`config.mk`:
```
export PLATFORM = sky130hd
export DESIGN_NAME = pkt_bus_arbiter
export DESIGN_NICKNAME = d
export VERILOG_FILES = /design/src/rtl/pkt_bus_arb_pkg.sv /design/src/rtl/pkt_bus_arbiter_rr_pick.sv /design/src/rtl/pkt_bus_arbiter.sv
export SDC_FILE = /design/constraint.sdc
export NUM_CORES = 1
export LEC_CHECK = 0
export CORE_AREA = 8 8 144 146
export CTS_BUF_LIST = sky130_fd_sc_hd__clkbuf_4 sky130_fd_sc_hd__clkbuf_8
export DETAILED_ROUTE_END_ITERATION = 10
export DIE_AREA = 0 0 152 154
export MAX_ROUTING_LAYER = met4
export PLACE_DENSITY_LB_ADDON = 0.12
export SYNTH_ARGS = -nofsm -noshare
export SYNTH_HDL_FRONTEND = slang
export SYNTH_SLANG_ARGS = --single-unit
export TNS_END_PERCENT = 50
```
`constraint.sdc`:
```
create_clock -name clk_host -period 4.5 [get_ports clk_host]
set_input_delay 0.9 -clock clk_host [delete_from_list [all_inputs] [get_ports clk_host]]
set_output_delay 0.9 -clock clk_host [all_outputs]
set_load 0.05 [all_outputs]
```
`src/rtl/pkt_bus_arb_pkg.sv`:
```
// Purpose: shared types and helpers for the packet bus arbiter and its round-robin picker.
// Latency: n/a (types, constants and one combinational function).
// Backpressure: n/a.
package pkt_bus_arb_pkg;

  typedef enum logic {
    IDLE   = 1'b0,
    LOCKED = 1'b1
  } pkt_arb_state_e;

  localparam int WIDTH_BITS_PER_BYTE = 8;

  // Widest requester set the picker supports; narrower sets are zero-padded.
  localparam int RR_MAX_REQ = 16;

  typedef struct packed {
    logic       any;
    logic [3:0] idx;
  } rr_result_t;

  // First set bit of req_mask searching upward from last+1, wrapping.
  // Zero padding above the real requester count is skipped by the search,
  // so wrapping at 16 behaves exactly like wrapping at the real count.
  function automatic rr_result_t rr_next(input logic [15:0] req_mask,
                                         input logic [3:0]  last);
    rr_result_t res;
    logic [3:0] pos;
    res = '0;
    for (int k = 1; k <= RR_MAX_REQ; k++) begin
      pos = last + 4'(k);
      if (!res.any && req_mask[pos]) begin
        res.any = 1'b1;
        res.idx = pos;
      end
    end
    return res;
  endfunction

endpackage

```
`src/rtl/pkt_bus_arbiter_rr_pick.sv`:
```
// Purpose: combinational round-robin priority picker (rr_pick), up to 16 requesters.
// Latency: 0 cycles, purely combinational.
// Backpressure: none; caller decides what to do with the winner.
// Ports: mask (candidate set), last (previous winner) -> winner, any (mask non-zero).
module rr_pick
  import pkt_bus_arb_pkg::*;
#(
  parameter int N    = 4,
  parameter int ID_W = $clog2(N)
) (
  input  logic [N-1:0]    mask,
  input  logic [ID_W-1:0] last,
  output logic [ID_W-1:0] winner,
  output logic            any
);

  rr_result_t w_res;

  always_comb begin
    w_res = rr_next(16'(mask), 4'(last));
  end

  assign winner = ID_W'(w_res.idx);
  assign any    = w_res.any;

endmodule

```
`src/rtl/pkt_bus_arbiter.sv`:
```
// Purpose: packet-granular round-robin arbiter sharing one parser input bus among NUM_REQ sources.
// Latency: 1 cycle from accepted beat to bus_out_*, all outputs straight from flops.
// Backpressure: per-requester req_ready only; the parser side has no backpressure.
// Ports: clk_host/rst (sync, active-high); req_valid/sop/eop/byteen/data in, req_ready out;
//        bus_out_valid/sop/eop/byteen/data and grant_id to the parser; err_proto/err_req_id.
// Optional: define PKT_BUS_ARB_PROTOCOL_CHECK_EN to build the sticky protocol checker;
//           otherwise err_proto/err_req_id are tied to 0.
module pkt_bus_arbiter
  import pkt_bus_arb_pkg::*;
#(
  parameter  int NUM_REQ          = 4,
  parameter  int WIDTH_DATA_BYTES = 8,
  localparam int ID_W             = $clog2(NUM_REQ),
  localparam int DW               = WIDTH_DATA_BYTES * WIDTH_BITS_PER_BYTE
) (
  input  logic                                  clk_host,
  input  logic                                  rst,
  input  logic [NUM_REQ-1:0]                    req_valid,
  input  logic [NUM_REQ-1:0]                    req_sop,
  input  logic [NUM_REQ-1:0]                    req_eop,
  input  logic [NUM_REQ*WIDTH_DATA_BYTES-1:0]   req_byteen,
  input  logic [NUM_REQ*DW-1:0]                 req_data,
  output logic [NUM_REQ-1:0]                    req_ready,
  output logic                                  bus_out_valid,
  output logic                                  bus_out_sop,
  output logic                                  bus_out_eop,
  output logic [WIDTH_DATA_BYTES-1:0]           bus_out_byteen,
  output logic [DW-1:0]                         bus_out_data,
  output logic [ID_W-1:0]                       grant_id,
  output logic                                  err_proto,
  output logic [ID_W-1:0]                       err_req_id
);

  pkt_arb_state_e r_state, w_state_nxt;
  logic [ID_W-1:0] r_owner, w_owner_nxt;
  logic [ID_W-1:0] r_last, w_last_nxt;

  logic [NUM_REQ-1:0]          w_cand;
  logic [ID_W-1:0]             w_winner;
  logic                        w_any;
  logic [ID_W-1:0]             w_sel;
  logic                        w_sel_valid, w_sel_sop, w_sel_eop;
  logic [WIDTH_DATA_BYTES-1:0] w_sel_be;
  logic [DW-1:0]               w_sel_data;
  logic [NUM_REQ-1:0]          w_ready;
  logic                        w_acc;

  // Only SOP beats may open a grant.
  assign w_cand = req_valid & req_sop;

  rr_pick #(.N(NUM_REQ)) u_rr_pick (
    .mask   (w_cand),
    .last   (r_last),
    .winner (w_winner),
    .any    (w_any)
  );

  // The beat under consideration comes from the picker when idle, the owner when locked.
  assign w_sel = (r_state == IDLE) ? w_winner : r_owner;

  always_comb begin
    w_sel_valid = 1'b0;
    w_sel_sop   = 1'b0;
    w_sel_eop   = 1'b0;
    w_sel_be    = '0;
    w_sel_data  = '0;
    for (int i = 0; i < NUM_REQ; i++) begin
      if (w_sel == ID_W'(i)) begin
        w_sel_valid = req_valid[i];
        w_sel_sop   = req_sop[i];
        w_sel_eop   = req_eop[i];
        w_sel_be    = req_byteen[i*WIDTH_DATA_BYTES +: WIDTH_DATA_BYTES];
        w_sel_data  = req_data[i*DW +: DW];
      end
    end
  end

  always_ff @(posedge clk_host) begin
    if (rst) begin
      r_state <= IDLE;
      r_owner <= '0;
      r_last  <= ID_W'(NUM_REQ - 1);
    end else begin
      r_state <= w_state_nxt;
      r_owner <= w_owner_nxt;
      r_last  <= w_last_nxt;
    end
  end

  // Ready depends only on state plus req_valid/req_sop (through the picker);
  // eop only steers the next state, never the ready bits.
  always_comb begin
    w_state_nxt = r_state;
    w_owner_nxt = r_owner;
    w_last_nxt  = r_last;
    w_ready     = '0;
    w_acc       = 1'b0;
    case (r_state)
      IDLE: begin
        if (w_any) begin
          w_ready[w_winner] = 1'b1;
          w_acc             = 1'b1;
          if (w_sel_eop) begin
            w_last_nxt = w_winner;
          end else begin
            w_state_nxt = LOCKED;
            w_owner_nxt = w_winner;
          end
        end
      end
      LOCKED: begin
        // Grant is held across owner bubbles until its EOP is accepted.
        w_ready[r_owner] = 1'b1;
        w_acc            = w_sel_valid;
        if (w_sel_valid && w_sel_eop) begin
          w_state_nxt = IDLE;
          w_last_nxt  = r_owner;
        end
      end
      default: begin
        w_state_nxt = IDLE;
      end
    endcase
  end

  assign req_ready = w_ready;

  always_ff @(posedge clk_host) begin
    if (rst) begin
      bus_out_valid  <= 1'b0;
      bus_out_sop    <= 1'b0;
      bus_out_eop    <= 1'b0;
      bus_out_byteen <= '0;
      bus_out_data   <= '0;
      grant_id       <= '0;
    end else if (w_acc) begin
      bus_out_valid  <= 1'b1;
      bus_out_sop    <= w_sel_sop;
      bus_out_eop    <= w_sel_eop;
      bus_out_byteen <= w_sel_be;
      bus_out_data   <= w_sel_data;
      grant_id       <= w_sel;
    end else begin
      // grant_id keeps the last owner so it still names the most recent beat.
      bus_out_valid  <= 1'b0;
      bus_out_sop    <= 1'b0;
      bus_out_eop    <= 1'b0;
      bus_out_byteen <= '0;
      bus_out_data   <= '0;
    end
  end

`ifdef PKT_BUS_ARB_PROTOCOL_CHECK_EN
  logic            r_err;
  logic [ID_W-1:0] r_err_id;
  logic            w_viol;
  logic [ID_W-1:0] w_viol_id;

  // Lowest-index non-owner offender wins; an owner re-issuing SOP mid-packet
  // takes precedence since it corrupts the packet actually on the bus.
  always_comb begin
    w_viol    = 1'b0;
    w_viol_id = '0;
    for (int i = NUM_REQ - 1; i >= 0; i--) begin
      if (req_valid[i] && !req_sop[i] &&
          !(r_state == LOCKED && r_owner == ID_W'(i))) begin
        w_viol    = 1'b1;
        w_viol_id = ID_W'(i);
      end
    end
    if (r_state == LOCKED && w_sel_valid && w_sel_sop) begin
      w_viol    = 1'b1;
      w_viol_id = r_owner;
    end
  end

  always_ff @(posedge clk_host) begin
    if (rst) begin
      r_err    <= 1'b0;
      r_err_id <= '0;
    end else if (!r_err && w_viol) begin
      r_err    <= 1'b1;
      r_err_id <= w_viol_id;
    end
  end

  assign err_proto  = r_err;
  assign err_req_id = r_err_id;
`else
  assign err_proto  = 1'b0;
  assign err_req_id = '0;
`endif

endmodule

```
==> metrics.cfg, run 1 <==
[outcome]
outcome=finished, final reports clean

[critical_path]
critPathMaxFanout=6
critPathRequiredTime_ns=3.60
start_of_the_worst_register_to_register_path=r_last[1]$_SDFFE_PP1P_
worstSetupStartpoint=req_valid[2]
crit_end=req_ready[0]
worstSetupEndpointType=output pin
rr_worst_depth=11
worstReg2RegEnd=r_last[0]$_SDFFE_PP1P_
reg2reg_setup_slack_ns=0.90
timing.critical_path.arrival_ns=3.47
worst_setup_path_start_kind=input pin
crit_type=input pin to output pin

[cells_and_area]
final.fill_count=1804
fin_cells=1136
areaGrowthSynthToFinish_pct=100.7
final_core_utilization_pct=47.15
final_nets=1196
post_route_cells_drive_above_1_share_pct=6.138
multi_input_area_mm2=0.002455
final_cell_area_mm2=0.008701
area.sequential_mm2=0.001642

[synth]
syn_area_per_cell_um2=8.211
synth.area.mux_share_pct=3.810
yosys.area_share.adder_pct=0.5772
post-synth-top-area-fraction_pct=37.86
main_combinational_cell_family_by_area_after_synthesis=compound AO/OA/AOI/OAI gates
yosysUniqueCellTypes=55
synth-compound-area-share_pct=35.99
ys_ff_latch=82
async_reset_ff_share_pct=0
synth_xor_area_share_pct=0
yosys_most_used_dff=sky130_fd_sc_hd__dfxtp_1
syn_inst=528
library_cell_occupying_the_most_area_in_the_post_synthesis_netlist=sky130_fd_sc_hd__dfxtp_1
synth_enable_flop_cells=0
synth.cells.most_frequent=sky130_fd_sc_hd__nand2_1, sky130_fd_sc_hd__dfxtp_1, sky130_fd_sc_hd__a21oi_1
synth.top_cells.by_area=sky130_fd_sc_hd__dfxtp_1, sky130_fd_sc_hd__a222oi_1, sky130_fd_sc_hd__a21oi_1, sky130_fd_sc_hd__nand2_1, sky130_fd_sc_hd__o21ai_0
post-synth-top-count-cell=sky130_fd_sc_hd__nand2_1
synth.yosys.seq_area_share_pct=37.86
yosys_warnings=0
post_synth_and_or_nand_nor_area_fraction_pct=15.61
post_synthesis_instance_area_mm2=0.004335

[floorplanning]
floorplan.die_area_mm2=0.02341
die-width_um=152
die_h_um=154
core_region_area_mm2=0.01846
initial_utilization_pct=23.49
rows=50
ioPinCount=386

[detailed_routing]
postRouteWirelength_um=25010
route.detailed.vias_per_inst=5.003
ant_nets=0
detailedRoute.firstIterationViolations=424
drtPass1Iterations=6
route.vias.total=5683
drc_errors=0
avgRoutedWirePerCell_um=22.01

[clock_network]
cts-resized-gates=0
cts_tree=done
cts_buffers=9
clkSlewWorstSetupHoldPaths_ns=0.08
worst_skew_pair.late_latency_ns=0.36
htreeDepth=3
cts_hold_repair.buffers=0
root_buffer=sky130_fd_sc_hd__clkbuf_8
postCtsSetupBuffers=0
cts.path.max_buffers=2
tritoncts_num_sinks=82

[power_and_ir_drop]
max-vdd-ir-drop_mv=0.2533
powerDensity_mw_per_mm2=659.1
design_power_total_mw=5.735
p_leak_nw=3.270

[run]
max_capacitance_violation_count=0

[timing]
timing_hold_violations_final=0
setup_viol_count_final=0
skew_ns=0.01655
post-route-period-util_pct=97.21
setup_total_negative_slack_ns=0
setup_repair_after_global_routing_missed_its_margin=false
slew_viol_final=0
shortest_clock_period_the_worst_path_allows_after_layout_ns=4.374
holdWs_ns=0.5158
finalWorstSetupSlack_ns=0.1256
timing.fmax_mhz=228.6
slew_headroom_pct=53.63
worstMarginPinSlew_ns=0.6956

[place]
placement.setup.worst_slack_ns=0.1873
finalWeightedCongestion=0.8636
placed_cells_incl_taps=1115
place.port_buffers=382
place_area_mm2=0.008451
post-dp-hpwl_um=19900

[global_routing]
globalRoute.totalOverflow=0
globalRouteTotalUtil_pct=20.80
grt_pass1_vias=6115
first_pass_grt_wire_length_um=36380
maximum_number_of_pins_on_one_net_before_global_route_repair=61
antenna_found_initial=6

[min_path]
worst_hold_path_type=flip-flop to flip-flop

-- cell usage in the layout, fill, tap and decap left out, types with 4 or more instances in the layout --
cell type / Yosys / final
sky130_fd_sc_hd__and3_1: 6 / 6
sky130_fd_sc_hd__buf_12: 0 / 6
sky130_fd_sc_hd__inv_2: 3 / 4
sky130_fd_sc_hd__a222oi_1: 40 / 40
sky130_fd_sc_hd__nor2_1: 32 / 31
sky130_fd_sc_hd__or2_2: 4 / 4
sky130_fd_sc_hd__a21oi_1: 75 / 75
sky130_fd_sc_hd__a211oi_1: 5 / 5
sky130_fd_sc_hd__nand2_1: 95 / 95
sky130_fd_sc_hd__a2bb2o_1: 16 / 16
sky130_fd_sc_hd__a2bb2oi_1: 16 / 16
sky130_fd_sc_hd__diode_2: 0 / 6
sky130_fd_sc_hd__buf_4: 3 / 17
sky130_fd_sc_hd__inv_1: 4 / 4
sky130_fd_sc_hd__clkbuf_8: 0 / 9
sky130_fd_sc_hd__clkdlybuf4s50_1: 0 / 378
sky130_fd_sc_hd__and2_1: 6 / 6
sky130_fd_sc_hd__o21ai_0: 36 / 36
sky130_fd_sc_hd__dfxtp_1: 82 / 82
-- power breakdown --
part / total (mW) / internal [mW] / switching [mW]
logic: 4.02 / 1.58 / 2.44
clock network: 0.649 / 0.372 / 0.277
registers: 1.07 / 0.971 / 0.0974
-- critical path, cell delays in order --
cell and delay (ns):
sky130_fd_sc_hd__clkdlybuf4s50_1 0.52, sky130_fd_sc_hd__and2_1 0.26, sky130_fd_sc_hd__mux4_2 0.51, sky130_fd_sc_hd__o22a_1 0.22, sky130_fd_sc_hd__a211oi_1 0.41, sky130_fd_sc_hd__nor2_1 0.15, sky130_fd_sc_hd__o2bb2ai_1 0.32, sky130_fd_sc_hd__buf_12 0.19
-- worst min path at each step --
| stage | slack, ns | startpoint | depth (start not counted) | endpoint |
|---|---|---|---|---|
| 5_1_grt | 0.55 | grant_id[0]$_SDFFE_PP0P_ | 2 | grant_id[0]$_SDFFE_PP0P_ |
| 6_report | 0.52 | grant_id[1]$_SDFFE_PP0P_ | 2 | grant_id[1]$_SDFFE_PP0P_ |
| 4_1_cts | 0.52 | grant_id[1]$_SDFFE_PP0P_ | 2 | grant_id[1]$_SDFFE_PP0P_ |
| 2_1_floorplan | 0.51 | r_owner[1]$_SDFFE_PP0P_ | 2 | r_owner[1]$_SDFFE_PP0P_ |
| 3_3_place_gp | 0.48 | grant_id[0]$_SDFFE_PP0P_ | 2 | grant_id[0]$_SDFFE_PP0P_ |
| 3_5_place_dp | 0.50 | grant_id[1]$_SDFFE_PP0P_ | 2 | grant_id[1]$_SDFFE_PP0P_ |
-- sequential cells by signal, summed over array words and instances (netlist names) --
name            flops
bus_out_byteen      8
bus_out_data       64
bus_out_eop         1
bus_out_sop         1
bus_out_valid       1
grant_id            2
r_last              2
r_owner             2
r_state             1
-- layout make-up --
cell class | count | share of cell area (%)
Timing Repair Buffer | 401 | 46.33
Clock inverter | 5 | 1.194
Clock buffer | 10 | 1.510
Antenna cell | 6 | 0.1726
Multi-Input combinational cell | 390 | 28.21
Inverter | 8 | 0.3451
Sequential cell | 82 | 18.87
Tap cell | 234 | 3.365
-- cell families after synthesis --
logic type / Yosys count
AOI/OAI and AO/OA: 218
and+or+nand+nor: 158
DFF: 82
buffers and inverters: 58
muxes: 9
adders and majority gates: 2
other: 1
-- per-layer routing --
layer	GRT usage [%]	routed length, µm	up-vias	part of all wire [%]
met1	21.03	9391	2658	38
met2	36.54	12790	269	51
met3	7.876	2180	36	8.7
met5	-	0	-	0
met4	7.187	641	0	2.6
li1	-	-	2720	-
Power figures use the tool's default switching activity.
==> run 2, diff against run 1 <==
--- a/config.mk
+++ b/config.mk
@@ -5,10 +5,12 @@
 export SDC_FILE = /design/constraint.sdc
 export NUM_CORES = 1
 export LEC_CHECK = 0
-export CORE_AREA = 8 8 144 146
+export ABC_AREA = 1
+export CORE_AREA = 8 8 142 144
 export CTS_BUF_LIST = sky130_fd_sc_hd__clkbuf_4 sky130_fd_sc_hd__clkbuf_8
+export CTS_CLUSTER_SIZE = 30
 export DETAILED_ROUTE_END_ITERATION = 10
-export DIE_AREA = 0 0 152 154
+export DIE_AREA = 0 0 150 152
 export MAX_ROUTING_LAYER = met4
 export PLACE_DENSITY_LB_ADDON = 0.12
 export SYNTH_ARGS = -nofsm -noshare
==> metrics.cfg, run 2 <==
[timing]
timing.fmax_mhz=258.0  ; +13%
setup_total_negative_slack_ns=0  ; unchanged
slew_headroom_pct=60.35  ; +6.7 points
finalWorstSetupSlack_ns=0.6233  ; +0.4978 ns
skew_ns=0.01264  ; -0.003919 ns
setup_repair_after_global_routing_missed_its_margin=false
worstMarginPinSlew_ns=0.5934  ; -0.1022 ns
setup_viol_count_final=0  ; unchanged
shortest_clock_period_the_worst_path_allows_after_layout_ns=3.877  ; -0.4978 ns
timing_hold_violations_final=0  ; unchanged
slew_viol_final=0  ; unchanged
post-route-period-util_pct=86.15  ; -11 points

[power_and_ir_drop]
p_leak_nw=3.507  ; +7.2%
max-vdd-ir-drop_mv=0.4307  ; +70%
powerDensity_mw_per_mm2=658.9  ; about the same
design_power_total_mw=5.832  ; +1.7%

[synth]
ys_ff_latch=82  ; unchanged
yosysUniqueCellTypes=29  ; -47%
syn_inst=695  ; +32%
async_reset_ff_share_pct=0  ; unchanged
yosys_warnings=0  ; unchanged
synth_enable_flop_cells=0  ; unchanged
library_cell_occupying_the_most_area_in_the_post_synthesis_netlist=sky130_fd_sc_hd__dfxtp_1
synth.cells.most_frequent=sky130_fd_sc_hd__nand2_1, sky130_fd_sc_hd__dfxtp_1, sky130_fd_sc_hd__nand3_1
post-synth-top-count-cell=sky130_fd_sc_hd__nand2_1
yosys_most_used_dff=sky130_fd_sc_hd__dfxtp_1
synth.top_cells.by_area=sky130_fd_sc_hd__dfxtp_1, sky130_fd_sc_hd__nand2_1, sky130_fd_sc_hd__nand3_1, sky130_fd_sc_hd__o21ai_0, sky130_fd_sc_hd__nand4_1
synth.yosys.seq_area_share_pct=35.75  ; -2.1 points
post_synthesis_instance_area_mm2=0.004592  ; +5.9%
syn_area_per_cell_um2=6.607  ; -20%
post-synth-top-area-fraction_pct=35.75  ; -2.1 points

[critical_path]
timing.critical_path.arrival_ns=2.98  ; -0.49 ns
critPathRequiredTime_ns=3.60  ; about the same
crit_type=input pin to output pin
worst_setup_path_start_kind=input pin
critPathMaxFanout=4  ; -2
worstSetupEndpointType=output pin

[cells_and_area]
areaGrowthSynthToFinish_pct=92.75
registers.top_by_ff_count=bus_out_data
post_route_cells_drive_above_1_share_pct=8.310  ; +2.2 points
top_registers=bus_out_data (64), bus_out_byteen (8)
most_common_library_cell_in_the_layout_ignoring_fill_and_taps=sky130_fd_sc_hd__clkdlybuf4s50_1
final_nets=1359  ; +14%
largest_register_ff_count=64  ; unchanged
most-common-layout-cells=sky130_fd_sc_hd__clkdlybuf4s50_1, sky130_fd_sc_hd__nand2_1, sky130_fd_sc_hd__dfxtp_1, sky130_fd_sc_hd__nand3_1, sky130_fd_sc_hd__o21ai_0

[clock_network]
worst_skew_pair.late_latency_ns=0.36  ; about the same
htreeDepth=3  ; unchanged
cts_tree=done
cts.path.max_buffers=2  ; unchanged
cts_buffers=9  ; unchanged
tritoncts_num_sinks=82  ; unchanged
root_buffer=sky130_fd_sc_hd__clkbuf_8
clkSlewWorstSetupHoldPaths_ns=0.08  ; about the same
cts_hold_repair.buffers=0  ; unchanged
cts-resized-gates=0  ; unchanged
postCtsSetupBuffers=0  ; unchanged

[outcome]
outcome=finished, final reports clean

[place]
place.port_buffers=382  ; unchanged
post-dp-hpwl_um=18960  ; -4.7%
finalWeightedCongestion=0.8923  ; +3.3%
placement.setup.worst_slack_ns=0.5639  ; +0.3767 ns

[floorplanning]
ioPinCount=386  ; unchanged
floorplan.die_area_mm2=0.02280  ; -2.6%
rows=49  ; -2.0%
die_h_um=152  ; -1.3%
die-width_um=150  ; -1.3%
initial_utilization_pct=25.83  ; +2.3 points
core_region_area_mm2=0.01778  ; -3.7%

[global_routing]
globalRoute.totalOverflow=0  ; unchanged
grt_pass1_vias=5831  ; -4.6%
globalRouteTotalUtil_pct=20.64  ; -0.16 points
antenna_found_initial=1  ; -5
maximum_number_of_pins_on_one_net_before_global_route_repair=74  ; +21%
first_pass_grt_wire_length_um=35130  ; -3.5%

[detailed_routing]
drtPass1Iterations=4  ; -2
postRouteWirelength_um=23710  ; -5.2%
drc_errors=0  ; unchanged
route.vias.total=5883  ; +3.5%
ant_nets=0  ; unchanged
detailedRoute.firstIterationViolations=224  ; -47%
route.detailed.vias_per_inst=4.564  ; -8.8%
avgRoutedWirePerCell_um=18.39  ; -16%

[run]
max_capacitance_violation_count=0  ; unchanged

[min_path]
worst_hold_path_type=flip-flop to flip-flop

[run 2: cell count changes after synthesis, moves of 20 or more]
cell / delta
sky130_fd_sc_hd__nand4_1: +33
sky130_fd_sc_hd__a222oi_1: -40
sky130_fd_sc_hd__a21oi_2: +20
sky130_fd_sc_hd__a21oi_1: -50
sky130_fd_sc_hd__nand2_1: +174
sky130_fd_sc_hd__nand3_1: +53
[run 2: logic make-up after synthesis]
kind of cell / share of synthesized area [%]
AND/OR/NAND/NOR: 42.15
other: 0.08167
flip-flops: 35.75
buffers and inverters: 8.011
adder cells (fa/ha/maj): 0.5449
AO/OA/AOI/OAI: 13.46
[run 2: final timing paths]
kind	from	endpoint	slack, ns	cells past startpoint
worst max-delay path	req_valid[3]	req_ready[0]	0.62	12
worst min-delay path	r_owner[1]$_SDFFE_PP0P_	r_owner[1]$_SDFFE_PP0P_	0.50	2
worst max register to register	r_last[0]$_SDFFE_PP1P_	bus_out_data[51]$_SDFF_PP0_	1.17	18
worst min register to register	r_owner[1]$_SDFFE_PP0P_	r_owner[1]$_SDFFE_PP0P_	0.50	2
[run 2: where the power goes]
group	leakage [nW]	internal [mW]	switching, mW
Combinational	2.71	1.46	2.67
Sequential	0.676	0.959	0.0772
Clock	0.123	0.389	0.276
[run 2: cell type report]
| class | instances | area, µm² |
|---|---|---|
| repair buffers | 394 | 3991 |
| diodes | 1 | 2.502 |
| clock buffers | 11 | 145.1 |
| clock inverters | 4 | 98.84 |
| fillers | 1821 | 8929 |
| flip-flops and latches | 82 | 1642 |
| multi-input cells | 548 | 2610 |
| inverters | 20 | 75.07 |
| well taps | 229 | 286.5 |
[run 2: through the flow]
step | cell area, µm² | hold slack, ns | util, % | cells
after detailed placement | 8605 | 0.4902 | 48.40 | 1273
after global placement | 8605 | 0.4974 | 48.40 | 1273
after floorplan | 4599 | 0.4614 | - | 697
after global routing | 8851 | 0.5475 | 49.78 | 1289
after CTS | 8848 | 0.5051 | 49.77 | 1288
final | 8851 | 0.5038 | 49.78 | 1289
[run 2: metal layers]
metal  track usage, %  vias to the layer above  wire length (µm)
li1                 -                     2995                 -
met1            22.01                     2642              9208
met2            36.55                      226             12250
met3            5.524                       20              1904
met4            5.905                        0               346
met5                -                        -                 0
[run 2: critical path, cell delays in order]
cell and delay [ns]:
sky130_fd_sc_hd__clkdlybuf4s50_1 0.49, sky130_fd_sc_hd__nand3_1 0.16, sky130_fd_sc_hd__nand3_1 0.12, sky130_fd_sc_hd__nand3_2 0.13, sky130_fd_sc_hd__nand3_2 0.07, sky130_fd_sc_hd__nor2_2 0.11, sky130_fd_sc_hd__inv_1 0.04, sky130_fd_sc_hd__o21ai_0 0.40
sky130_fd_sc_hd__inv_1 0.15, sky130_fd_sc_hd__nand3_1 0.13, sky130_fd_sc_hd__o31ai_1 0.08, sky130_fd_sc_hd__buf_4 0.19
==> run 3, diff against run 2 <==
--- a/config.mk
+++ b/config.mk
@@ -6,11 +6,12 @@
 export NUM_CORES = 1
 export LEC_CHECK = 0
 export ABC_AREA = 1
-export CORE_AREA = 8 8 142 144
+export CAP_MARGIN = 0
+export CORE_AREA = 8 8 145 147
 export CTS_BUF_LIST = sky130_fd_sc_hd__clkbuf_4 sky130_fd_sc_hd__clkbuf_8
 export CTS_CLUSTER_SIZE = 30
 export DETAILED_ROUTE_END_ITERATION = 10
-export DIE_AREA = 0 0 150 152
+export DIE_AREA = 0 0 153 155
 export MAX_ROUTING_LAYER = met4
 export PLACE_DENSITY_LB_ADDON = 0.12
 export SYNTH_ARGS = -nofsm -noshare
==> constraint.sdc (replaced) <==
create_clock -name clk_host -period 3.26 [get_ports clk_host]
set_input_delay 0.652 -clock clk_host [delete_from_list [all_inputs] [get_ports clk_host]]
set_output_delay 0.652 -clock clk_host [all_outputs]
set_load 0.05 [all_outputs]
==> metrics.cfg, run 3 (synthesized netlist as in run 2, its figures left out) <==
[clock_network]
htreeDepth=3  ; unchanged
cts_tree=done
cts.path.max_buffers=2  ; unchanged
worst_skew_pair.late_latency_ns=0.37  ; about the same
cts_buffers=9  ; unchanged
cts_hold_repair.buffers=0  ; unchanged
root_buffer=sky130_fd_sc_hd__clkbuf_8
clkSlewWorstSetupHoldPaths_ns=0.08  ; about the same
tritoncts_num_sinks=82  ; unchanged

[timing]
setup_total_negative_slack_ns=0  ; unchanged
post-route-period-util_pct=94.92
skew_ns=0.01055  ; -0.002084 ns
worstMarginPinSlew_ns=0.6034  ; +0.009995 ns
setup_repair_after_global_routing_missed_its_margin=false
slew_viol_final=0  ; unchanged
slew_headroom_pct=59.65  ; -0.70 points
timing_hold_violations_final=0  ; unchanged
shortest_clock_period_the_worst_path_allows_after_layout_ns=3.094
setup_viol_count_final=0  ; unchanged
timing.fmax_mhz=323.2

[critical_path]
crit_type=input pin to output pin
critPathMaxFanout=5  ; +1
worst_setup_path_start_kind=input pin
critPathRequiredTime_ns=2.61  ; -0.99 ns
reg2reg_setup_slack_ns=0.51  ; -0.66 ns
timing.critical_path.arrival_ns=2.44  ; -0.54 ns
worstSetupEndpointType=output pin

[detailed_routing]
avgRoutedWirePerCell_um=18.30  ; -0.52%
drtPass1Iterations=6  ; +2
postRouteWirelength_um=24220  ; +2.2%
route.vias.total=6012  ; +2.2%
route.detailed.vias_per_inst=4.541  ; -0.51%
drc_errors=0  ; unchanged
detailedRoute.firstIterationViolations=194  ; -13%
ant_nets=0  ; unchanged

[global_routing]
globalRoute.totalOverflow=0  ; unchanged
first_pass_grt_wire_length_um=35980  ; +2.4%
maximum_number_of_pins_on_one_net_before_global_route_repair=63  ; -15%
grt_pass1_vias=5855  ; +0.41%
globalRouteTotalUtil_pct=20.29  ; -0.35 points
antenna_found_initial=2  ; +1

[floorplanning]
die-width_um=153  ; +2.0%
die_h_um=155  ; +2.0%
ioPinCount=386  ; unchanged
rows=51  ; +4.1%
initial_utilization_pct=24.23  ; -1.6 points
core_region_area_mm2=0.01895  ; +6.6%
floorplan.die_area_mm2=0.02372  ; +4.0%

[power_and_ir_drop]
internal_portion_of_total_power_mw=4.102  ; +46%
powerDensity_mw_per_mm2=914.7  ; +39%
power.combinational.fraction_pct=72.8  ; +2.0 points
switch_pwr_mw=4.236  ; +40%
clkPwrFrac_pct=10.2  ; -1.2 points
swShare_pct=50.80  ; -1.0 points
p_leak_nw=3.679  ; +4.9%
design_power_total_mw=8.337  ; +43%
seqPwrFrac_pct=17.0  ; -0.8 points
max-vdd-ir-drop_mv=0.5777  ; +34%

[outcome]
outcome=finished, final reports clean

[cells_and_area]
registers.top_by_ff_count=bus_out_data
most_common_library_cell_in_the_layout_ignoring_fill_and_taps=sky130_fd_sc_hd__clkdlybuf4s50_1
largest_register_ff_count=64  ; unchanged
final_nets=1384  ; +1.8%
areaGrowthSynthToFinish_pct=98.50
most-common-layout-cells=sky130_fd_sc_hd__clkdlybuf4s50_1, sky130_fd_sc_hd__nand2_1, sky130_fd_sc_hd__dfxtp_1, sky130_fd_sc_hd__nand3_1, sky130_fd_sc_hd__o21ai_0
post_route_cells_drive_above_1_share_pct=10.89  ; +2.6 points
top_registers=bus_out_data (64), bus_out_byteen (8)

[place]
post-dp-hpwl_um=19680  ; +3.8%
place.port_buffers=382  ; unchanged
finalWeightedCongestion=0.8952  ; +0.33%

[min_path]
worst_hold_path_type=flip-flop to flip-flop

[run]
max_capacitance_violation_count=0  ; unchanged

run 3: cell types whose count changed in the layout (fill, tap and decap cells not counted), sizes merged:
cell / change
buf: +25
clkdlybuf4s50: -4
dlymetal6s2s: +4
clkinv: +3
bufinv: -1
clkbuf: -1
diode: +1
inv: -1
run 3: final timing paths:
kind,startpoint,endpoint,depth (start not counted)
setup / recovery,req_valid[1],req_ready[0],12
hold / removal,grant_id[0]$_SDFFE_PP0P_,grant_id[0]$_SDFFE_PP0P_,2
setup reg to reg,r_last[1]$_SDFFE_PP1P_,bus_out_data[32]$_SDFF_PP0_,17
hold reg to reg,grant_id[0]$_SDFFE_PP0P_,grant_id[0]$_SDFFE_PP0P_,2
run 3: per-stage QoR:
stage	utilization, %	cell area [µm²]	cells	hold WS, ns	setup slack (ns)
after floorplan	-	4599	697	0.4614	0.2538
after global placement	46.56	8823	1303	0.4879	-0.03567
after detailed placement	46.56	8823	1303	0.4946	-0.01574
after CTS	47.70	9040	1318	0.5123	0.07986
after global routing	48.10	9115	1324	0.5320	0.01175
final	48.10	9115	1324	0.5082	0.1657
run 3: final cells by class:
cell class	instances	area (µm²)
Tap cell	238	297.8
Antenna cell	2	5.005
Fill cell	1933	9837
Timing Repair Buffer	419	4239
Inverter	20	77.57
Clock inverter	5	78.83
Sequential cell	82	1642
Clock buffer	10	137.6
Multi-Input combinational cell	548	2638
run 3: metal layers:
metal	GRT usage [%]	vias to the layer above	wire, µm
li1	-	3048	-
met1	22.68	2709	9639
met2	35.20	229	12480
met3	4.854	26	1577
met4	6.833	0	527
met5	-	-	0
run 3: what timing repair did:
item,4_1_cts,5_1_grt
resized for setup,0,12
setup buffers,0,4
endpoints found under the setup margin,0,4
run 3: worst max-delay path: stages:
cell	delay, ns
sky130_fd_sc_hd__clkdlybuf4s50_1	0.51
sky130_fd_sc_hd__nand3_1	0.14
sky130_fd_sc_hd__nand3_1	0.11
sky130_fd_sc_hd__nand2_2	0.10
sky130_fd_sc_hd__o21bai_2	0.15
sky130_fd_sc_hd__nand2_1	0.07
sky130_fd_sc_hd__inv_1	0.04
sky130_fd_sc_hd__nand3_1	0.10
sky130_fd_sc_hd__nand2_1	0.12
sky130_fd_sc_hd__nand3_1	0.08
sky130_fd_sc_hd__o31ai_1	0.11
sky130_fd_sc_hd__buf_4	0.27
run 3: power groups by stage:
stage               Combinational [mW]  Clock, mW  Sequential [mW]
detailed placement                6.08          0             1.44
floorplan                         2.93          0             2.39
finish                            6.07      0.849             1.42
global route                      6.66      0.929             1.45
CTS                               6.10      0.878             1.42
global placement                  6.07          0             1.43
